File: config.mk
export PLATFORM = sky130hd
export DESIGN_NAME = i2s_tx_serializer
export DESIGN_NICKNAME = d
export VERILOG_FILES = /design/src/rtl/i2s_pkg.sv /design/src/rtl/i2s_tx_shifter.sv /design/src/rtl/i2s_tx_serializer.sv
export SDC_FILE = /design/constraint.sdc
export NUM_CORES = 1
export LEC_CHECK = 0
export ABC_AREA = 1
export CAP_MARGIN = 25
export CORE_MARGIN = 3
export CORE_UTILIZATION = 58
export CTS_CLUSTER_SIZE = 25
export DETAILED_ROUTE_END_ITERATION = 7
export GPL_TIMING_DRIVEN = 0
export HOLD_SLACK_MARGIN = 0.02
export PLACE_DENSITY = 0.95
export SYNTH_ARGS = -nofsm -noshare
export SYNTH_HDL_FRONTEND = slang
export SYNTH_SLANG_ARGS = --single-unit
File: constraint.sdc
create_clock -name sck -period 5.15 [get_ports sck]
set_input_delay 0.7725 -clock sck [delete_from_list [all_inputs] [get_ports sck]]
set_output_delay 0.7725 -clock sck [all_outputs]
set_load 0.02 [all_outputs]
File: src/rtl/i2s_pkg.sv
// rtl/i2s_pkg.sv - shared constants and FSM state type for the I2S transmit/receive stages
package i2s_pkg;

    localparam int WIDTH_DEFAULT = 16;

    // Word-select polarity shared with the receive/XOR stage.
    localparam logic WS_LEFT  = 1'b0;
    localparam logic WS_RIGHT = 1'b1;

    typedef enum logic {
        ST_IDLE,
        ST_RUN
    } i2s_state_t;

endpackage

File: src/rtl/i2s_tx_shifter.sv
// rtl/i2s_tx_shifter.sv - frame shift register and bit counter driving sd/ws
module i2s_tx_shifter
    import i2s_pkg::*;
#(
    parameter int WIDTH = WIDTH_DEFAULT
) (
    input  logic                 sck,
    input  logic                 rst,
    input  logic                 active,
    input  logic                 load,
    input  logic [2*WIDTH-1:0]   load_data,
    output logic                 sd,
    output logic                 ws,
    output logic                 frame_end
);

    localparam int FRAME = 2 * WIDTH;
    localparam int CW    = $clog2(FRAME);
    localparam logic [CW-1:0] LAST = CW'(FRAME - 1);
    localparam logic [CW-1:0] HALF = CW'(WIDTH - 1);

    logic [FRAME-1:0] sreg;
    logic [CW-1:0]    cnt;

    // cnt holds the number of edges since E0, so LAST marks the edge that closes the frame.
    assign frame_end = active && (cnt == LAST);

    // The register always shifts so it is all-zero once a frame drains, giving sd=0 when idle.
    always_ff @(posedge sck or negedge rst) begin
        if (!rst) begin
            sreg <= '0;
            cnt  <= '0;
            sd   <= 1'b0;
            ws   <= WS_RIGHT;
        end else begin
            sd <= sreg[FRAME-1];
            if (load) begin
                sreg <= load_data;
                cnt  <= '0;
                ws   <= WS_LEFT;
            end else begin
                sreg <= {sreg[FRAME-2:0], 1'b0};
                if (active) begin
                    cnt <= (cnt == LAST) ? '0 : cnt + CW'(1);
                    if (cnt == HALF) begin
                        ws <= WS_RIGHT;
                    end
                end
            end
        end
    end

endmodule

File: src/rtl/i2s_tx_serializer.sv
// rtl/i2s_tx_serializer.sv - I2S transmitter: sample handshake, holding register, frame FSM
module i2s_tx_serializer
    import i2s_pkg::*;
#(
    parameter int WIDTH = WIDTH_DEFAULT
) (
    input  logic             sck,
    input  logic             rst,
    input  logic             en,
    input  logic [WIDTH-1:0] smp_left,
    input  logic [WIDTH-1:0] smp_right,
    input  logic             smp_valid,
    output logic             smp_ready,
    output logic             sd,
    output logic             ws,
    output logic             frame_start,
    output logic             underrun,
    output logic             busy
);

    i2s_state_t         state, state_nxt;
    logic [2*WIDTH-1:0] hold_data;
    logic               hold_full;
    logic               frame_end;
    logic               load_now;
    logic               underrun_nxt;
    logic               xfer;

    always_comb begin
        state_nxt    = state;
        load_now     = 1'b0;
        underrun_nxt = 1'b0;
        case (state)
            ST_IDLE: begin
                if (en && hold_full) begin
                    load_now  = 1'b1;
                    state_nxt = ST_RUN;
                end
            end
            ST_RUN: begin
                // en only matters at the frame boundary; an empty hold still starts a silent frame.
                if (frame_end) begin
                    if (en) begin
                        load_now     = 1'b1;
                        underrun_nxt = !hold_full;
                    end else begin
                        state_nxt = ST_IDLE;
                    end
                end
            end
            default: state_nxt = ST_IDLE;
        endcase
    end

    assign smp_ready = !hold_full || load_now;
    assign xfer      = smp_valid && smp_ready;
    assign busy      = (state != ST_IDLE);

    always_ff @(posedge sck or negedge rst) begin
        if (!rst) begin
            state       <= ST_IDLE;
            hold_data   <= '0;
            hold_full   <= 1'b0;
            frame_start <= 1'b0;
            underrun    <= 1'b0;
        end else begin
            state       <= state_nxt;
            frame_start <= load_now;
            underrun    <= underrun_nxt;
            if (xfer) begin
                hold_data <= {smp_left, smp_right};
                hold_full <= 1'b1;
            end else if (load_now) begin
                hold_full <= 1'b0;
            end
        end
    end

    i2s_tx_shifter #(
        .WIDTH(WIDTH)
    ) u_shifter (
        .sck       (sck),
        .rst       (rst),
        .active    (state == ST_RUN),
        .load      (load_now),
        .load_data (hold_full ? hold_data : '0),
        .sd        (sd),
        .ws        (ws),
        .frame_end (frame_end)
    );

endmodule

After elaboration in Yosys (flattened, before gate mapping)
Cells that the tools add are included.
- bitwise operators: 1
- reductions and logical operators: 9
- equality and inequality tests: 2
- mux-type cells: 19
- add/sub/neg operators: 1
- operators by type and width (cell ; count):
    two-way mux 32 bit ; 2
    two-way mux 5 bit ; 3
    two-way mux 1 bit ; 12
    nonzero test 2 bit ; 3
    adder 5 x 1 -> 5 bit, second input constant ; 1
    equality test 5 x 4 -> 1 bit, second input constant ; 1
    equality test 5 bit, second input constant ; 1
    case mux 1 bit (2 select lines) ; 2
    logical AND 1 bit ; 3
    AND reduction 2 bit ; 1
    zero test 1 bit ; 1
    logical OR 1 bit ; 1
    inverter 1 bit ; 1
- register bits after elaboration: 75
- output and inout port bits: 6
- bits of input ports: 36

Depth between registers and ports, before layout
Gate-level depths: netlist of run 1.
- depth after elaboration: 7
- depth in mapped cells: 9
- depth with buffers taken out: 8

Cells and area by module
A second synthesis of run 1 with hierarchy kept.
- cells, all modules: 397
- area, all modules: 3303.2 um^2
- modules (own cells, without submodules) (module ; cells an instance ; instances ; area an instance (um^2) ; sequential area each (um^2)):
    i2s_tx_serializer ; 221 ; 1 ; 1704.1 ; 900.9
    i2s_tx_shifter ; 176 ; 1 ; 1599.0 ; 977.2

Least setup slack after synthesis of run 1
Ideal clock, no wire load.
- kind: register -> output
- from: register u_shifter.cnt[0]
- to: output smp_ready
- cell stages (with the launch flop): 7
- slack: 2.978 ns
- data required time: 4.378 ns
- data arrival time: 1.400 ns
- cells stage by stage: dfrtp_1 > ha_1 > and3_1 > ha_1 > nand3_2 > nand3_4 > buf_4
- word-level cells in the longest chain between the ends: 5
- ends and longest elaborated chain (element ; RTL line ; text):
    start: declaration ; i2s_tx_shifter.sv:23 ; logic [CW-1:0] cnt;
    start signal: assignment ; i2s_tx_shifter.sv:44 ; cnt <= (cnt == LAST) ? '0 : cnt + CW'(1);
    equality test 5 bit ; i2s_tx_shifter.sv:26 ; assign frame_end = active && (cnt == LAST);
    logical AND 1 bit ; i2s_tx_shifter.sv:26 ;
    two-way mux 1 bit ; i2s_tx_serializer.sv:42 ; if (frame_end) begin
    case mux 1 bit (2 select lines) ; i2s_tx_serializer.sv:33 ; case (state)
    logical OR 1 bit ; i2s_tx_serializer.sv:55 ; assign smp_ready = !hold_full || load_now;
    end: declaration ; i2s_tx_serializer.sv:13 ; output logic smp_ready,
Every way passes these cells.

Worst setup path in the final report of run 1
- from: input en
- to: output smp_ready
- word-level cells in the longest chain between the ends: 4
- elaborated cells on any way between the ends: 6
- those cells by class: mux (4); reduce/logical (2)
- ends and longest elaborated chain (element ; RTL line ; text):
    start: declaration ; i2s_tx_serializer.sv:9 ; input logic en,
    two-way mux 1 bit / logical AND 1 bit (equally long branches) ; i2s_tx_serializer.sv:43, i2s_tx_serializer.sv:35 ;
    two-way mux 1 bit (on tied branches) ; i2s_tx_serializer.sv:42, i2s_tx_serializer.sv:35 ;
    case mux 1 bit (2 select lines) (*) ; i2s_tx_serializer.sv:33 ;
    logical OR 1 bit (*) ; i2s_tx_serializer.sv:55 ;
Every way passes the cells marked *; elsewhere a longest branch is shown, timed or not.

==> results of run 1 <==
per-stage QoR:
| stage | hold slack [ns] | util, % | cell area (µm²) | setup slack [ns] | power, W |
|---|---|---|---|---|---|
| CTS | 0.359 | 75.5 | 3680 | 1.82 | 0.00193 |
| detailed placement | 0.347 | 72.2 | 3520 | 1.81 | 0.00154 |
| floorplan | 0.331 | - | 3040 | 2.98 | 0.00134 |
| global route | 0.370 | 75.5 | 3680 | 1.71 | 0.00206 |
| global placement | 0.332 | 72.3 | 3530 | 0.948 | 0.00150 |
| finish | 0.361 | 75.5 | 3680 | 1.82 | 0.00192 |
worst paths after layout:
kind / from / to / depth (start not counted)
min: u_shifter.sreg[31] / u_shifter.sd / 0
max: en / smp_ready / 5
min in group asynchronous: rst / u_shifter.cnt[4] / 1
max reg2reg: u_shifter.cnt[0] / u_shifter.sreg[22] / 9
max in group asynchronous: rst / frame_start / 1
min reg2reg: u_shifter.sreg[31] / u_shifter.sd / 0
final cells by class:
type                    count  area share, %
multi-input cells         226           27.4
clock buffers              12           3.94
flip-flops and latches     75           51.0
clock inverters             3          0.408
well taps                  67           2.28
inverters                   6          0.611
plain buffers              20           3.60
repair buffers             40           10.8
power by group through the flow:
stage	sequential (W)	combinational [W]	clock (W)
3_5_place_dp	0.000940	0.000604	0
3_3_place_gp	0.000929	0.000567	0
4_1_cts	0.000932	0.000610	0.000386
5_1_grt	0.000960	0.000684	0.000418
2_1_floorplan	0.000922	0.000417	0
6_report	0.000934	0.000603	0.000380
synth_stat cells, drive strengths merged:
master	instances
o21ai	1
clkbuf	6
and3	1
nand2	140
dfstp	1
o22ai	1
a22oi	1
nor2	6
buf	14
nand3	70
a21oi	3
inv	6
dfrtp	74
ha	3
registers in the layout (all words and copies together), names as in the netlist:
name and cells:
busy 1, frame_start 1, hold_data 32, hold_full 1, u_shifter.cnt 5, u_shifter.sd 1, u_shifter.sreg 32, u_shifter.ws 1
underrun 1
layer usage:
metal	global-route usage [%]	vias up	wire, µm	share of wire (%)
met5	0	-	0	0
met4	10.3	0	93	1.5
met3	4.59	7	355	5.8
met2	37.8	76	3150	51
met1	29.4	1158	2550	41
li1	-	1144	-	-
cell families after synthesis:
logic type / after synthesis / synth area share (%)
flip-flops: 75 / 61.7
buffers and inverters: 26 / 5.10
AO/OA/AOI/OAI: 6 / 1.11
adder cells (fa/ha/maj): 3 / 1.23
AND/OR/NAND/NOR: 217 / 30.8
==> out/metrics.yaml, run 1 <==
seqPwrFrac_pct: 48.7
synth_top_area_share_pct: 60.9
timing.final.hold_violations: 0
diodes: 0
final_common_cell: "nand2_1"
syn-mean-instance-area_um2: 9.30
critPathTopFamily: "buffers and inverters"
gp_congestion: 0.761
netlist_instances: 327
clockRootBuffer: "clkbuf_8"
cp_slowest_stage_delay_ns: 0.62
final_cell_mix: "nand2_1 (138), dfrtp_1 (74), nand3_1 (67)"
final_layout_size_suffix_gt1_share_pct: 9.42
fp.dieH_um: 78.4
dr.pass1.iters: 4
power_report.internal_total_w: 0.00125
switching_share_pct: 35.0
slew_viol_final: 0
gr-total-overflow: 0
synth_area_leader_cell: "dfrtp_1"
first_iter_violations: 164
period_minus_slack_ns: 3.33
hpwl_um: 4200
grt_pass1_vias: 2354
die_x_um: 78.4
htree_levels: 3
clock_sinks: 75
irDropWorstVdd_uv: 281
antenna_found_initial: 0
n_fill_cell: 348
p_clk_share_pct: 19.8
cp_slowest_cell: "clkdlybuf4s50_1"
crit_chain: "clkdlybuf4s50_1 > nand3_2 > nand3_4 > buf_4 > clkdlybuf4s50_1"
cts_hold_buffers: 0
fmax_mhz: 300
grt_first_pass_wirelength_um: 10700
grt_start_max_net_pins: 76
power_density_mw_per_mm2: 520
ys_top_cells_by_area: "dfrtp_1 (61%), nand2_1 (17%), nand3_1 (11%)"
seq_area_frac_synth_pct: 61.7
p_leak_nw: 1.96
post_cts_resize_count: 0
rsz0062_at_grt: "no"
max_slew_margin_pct: 40.4
seqCellArea_mm2: 0.00188
pwr-share-comb_pct: 31.4
synth_fp_nets: 366
reg2reg_slack_ns: 3.21
initial_core_util_pct: 62.3
cts_tree: "done"
max_cap_violations: 0
tns_ns: 0
yosys.cell_types.count: 21
area_delta_synth_final_pct: 21.1
vias_per_cell: 5.31
worstPathRequired_ns: 4.38
ant_nets: 0
outcome: "complete, no violations"
fin_nets: 417
critPathLaunchType: "input pin"
die_area_mm2: 0.00615
drc_errors: 0
setup_viol: 0
arrival_ns: 2.56
cts_buffers: 9
ys.warnings.count: 0
rows: 25
port_buffers: 40
critPathBufInv: 3
multi_input_area_mm2: 0.00101
clock_latency_ns: 0.34
hp-class: "flip-flop to flip-flop"
cts_setup_buffers: 0
tightest_slew_ns: 0.894
p_switching_w: 0.000671
wl_per_cell_um: 13.7
io_pins: 42
crit_path_frequent_cell: "clkdlybuf4s50_1"
routed_wl_um: 6150
netlist_area_mm2: 0.00304
core-area_mm2: 0.00488
path_clk_slew_ns: 0.07
crit_fanout: 10
end_kind: "primary output"
cts_buffer_depth: 2
track_usage_pct: 22.9
critical_path_class: "input pin to primary output"
period_share_pct: 64.7
final_cells: 449
via_count: 2385
skew_ns: 0.00376
placed_cells: 434
ys_seq_elements: 75
No activity file was read; power rests on OpenSTA's default activity.
==> inputs of run 2 (changes only) <==
- CORE_UTILIZATION: 58 -> 54
- PLACE_DENSITY: 0.95 -> 0.91
- clock period: 5.15 -> 3.15 ns (I/O delays scaled with it)
==> out/metrics.yaml, run 2 (synthesis results as in run 1) <==
first_iter_violations: 170
final_common_cell: "nand2_1"
tightest_slew_ns: 0.899
n_fill_cell: 421
reg2reg_slack_ns: 1.22
cts_hold_buffers: 0
whs_ns: 0.261
cts_setup_buffers: 0
track_usage_pct: 20.1
hpwl_um: 3910
period_minus_slack_ns: 2.97
p_switching_w: 0.00108
cts_buffers: 9
final_cells: 451
io_pins: 42
path_clk_slew_ns: 0.07
final_util_pct: 70.4
area_delta_synth_final_pct: 21.9
irDropWorstVdd_uv: 415
critPathLaunchType: "flip-flop"
drc_errors: 0
die_x_um: 81.1
post_cts_resize_count: 0
critical_path_class: "flip-flop to primary output"
end_kind: "primary output"
htree_levels: 3
arrival_ns: 2.49
initial_core_util_pct: 57.7
dr.pass1.iters: 6
vias_per_cell: 5.18
period_share_pct: 94.2
max_slew_margin_pct: 40.1
die_area_mm2: 0.00657
slew_viol_final: 0
final_cell_mix: "nand2_1 (138), dfrtp_1 (74), nand3_1 (67)"
cts_buffer_depth: 2
core-area_mm2: 0.00527
pwr-share-comb_pct: 30.4
ant_nets: 0
antenna_found_initial: 0
crit_fanout: 10
grt_pass1_vias: 2154
fin_nets: 417
wl_per_cell_um: 13.3
switching_share_pct: 33.9
clock_latency_ns: 0.34
max_cap_violations: 0
via_count: 2336
fp.dieH_um: 81.1
clock_sinks: 75
outcome: "complete, no violations"
power_density_mw_per_mm2: 862
timing.final.hold_violations: 0
port_buffers: 40
placed_cells: 437
grt_start_max_net_pins: 76
fmax_mhz: 337
p_clk_share_pct: 21.9
seqPwrFrac_pct: 47.6
gp_congestion: 0.842
worstPathRequired_ns: 2.68
skew_ns: 0.00854
cts_tree: "done"
routed_wl_um: 5980
p_leak_nw: 1.97
rsz0062_at_grt: "no"
clockRootBuffer: "clkbuf_8"
power_report.internal_total_w: 0.00211
hp-class: "input pin to async pin"
final_layout_size_suffix_gt1_share_pct: 9.45
setup_viol: 0
rows: 26
diodes: 0
gr-total-overflow: 0
tns_ns: 0
reg.largest.list: "hold_data: 32 flops, u_shifter.sreg: 32 flops, u_shifter.cnt: 5 flops"
grt_first_pass_wirelength_um: 9810
run 2: cell count changes in the layout (fill, tap and decap cells not counted), sizes merged:
| cell | previous run | this run |
|---|---|---|
| bufinv | 0 | 1 |
| clkinv | 3 | 2 |
| clkbuf | 18 | 17 |
run 2: metrics by stage:
stage	worst slack [ns]	total power, W	cell area (µm²)
floorplan	1.28	0.00219	3040
global placement	-0.764	0.00244	3530
detailed placement	0.432	0.00250	3530
CTS	0.165	0.00320	3710
global route	0.0627	0.00342	3710
finish	0.184	0.00320	3710
run 2: area by class of cell:
class                           count  area [µm²]  share of cell area (%)
Buffer                             20         133                    3.58
Clock buffer                       11         141                    3.81
Multi-Input combinational cell    226        1010                    27.2
Clock inverter                      3        40.0                    1.08
Sequential cell                    75        1880                    50.6
Tap cell                           70        87.6                    2.36
Inverter                            6        22.5                   0.607
Timing Repair Buffer               40         398                    10.7
run 2: path summary, 6_finish.rpt:
| kind | start | to | cells past startpoint |
|---|---|---|---|
| worst max-delay path | u_shifter.cnt[1] | smp_ready | 7 |
| worst min-delay path | rst | u_shifter.cnt[2] | 1 |
| worst max register to register | u_shifter.cnt[1] | u_shifter.sreg[12] | 9 |
| worst min register to register | u_shifter.sreg[31] | u_shifter.sd | 0 |
| max in group asynchronous | rst | hold_data[19] | 1 |
| min in group sck | u_shifter.sreg[31] | u_shifter.sd | 0 |
run 2: per-layer routing:
metal  routed length [µm]  global-route usage [%]  up-vias
met3                  327                    5.32        8
met2                 2910                    31.8       70
li1                     -                       -     1145
met1                 2660                    26.5     1113
met4                   87                    8.45        0
met5                    0                       0        -
run 2: power by group through the flow:
stage / Combinational, W / Sequential [W] / Clock, W
after CTS: 0.000981 / 0.00152 / 0.000703
after floorplan: 0.000682 / 0.00151 / 0
after global routing: 0.00111 / 0.00155 / 0.000754
after detailed placement: 0.000971 / 0.00153 / 0
after global placement: 0.000926 / 0.00152 / 0
final: 0.000973 / 0.00152 / 0.000700
run 2: critical path: stages, from the launching register on:
cell and delay (ns):
dfrtp_1 0.39, ha_1 0.21, and3_1 0.20, ha_1 0.20, nand3_2 0.16, nand3_4 0.19, buf_4 0.20, clkdlybuf4s50_1 0.62
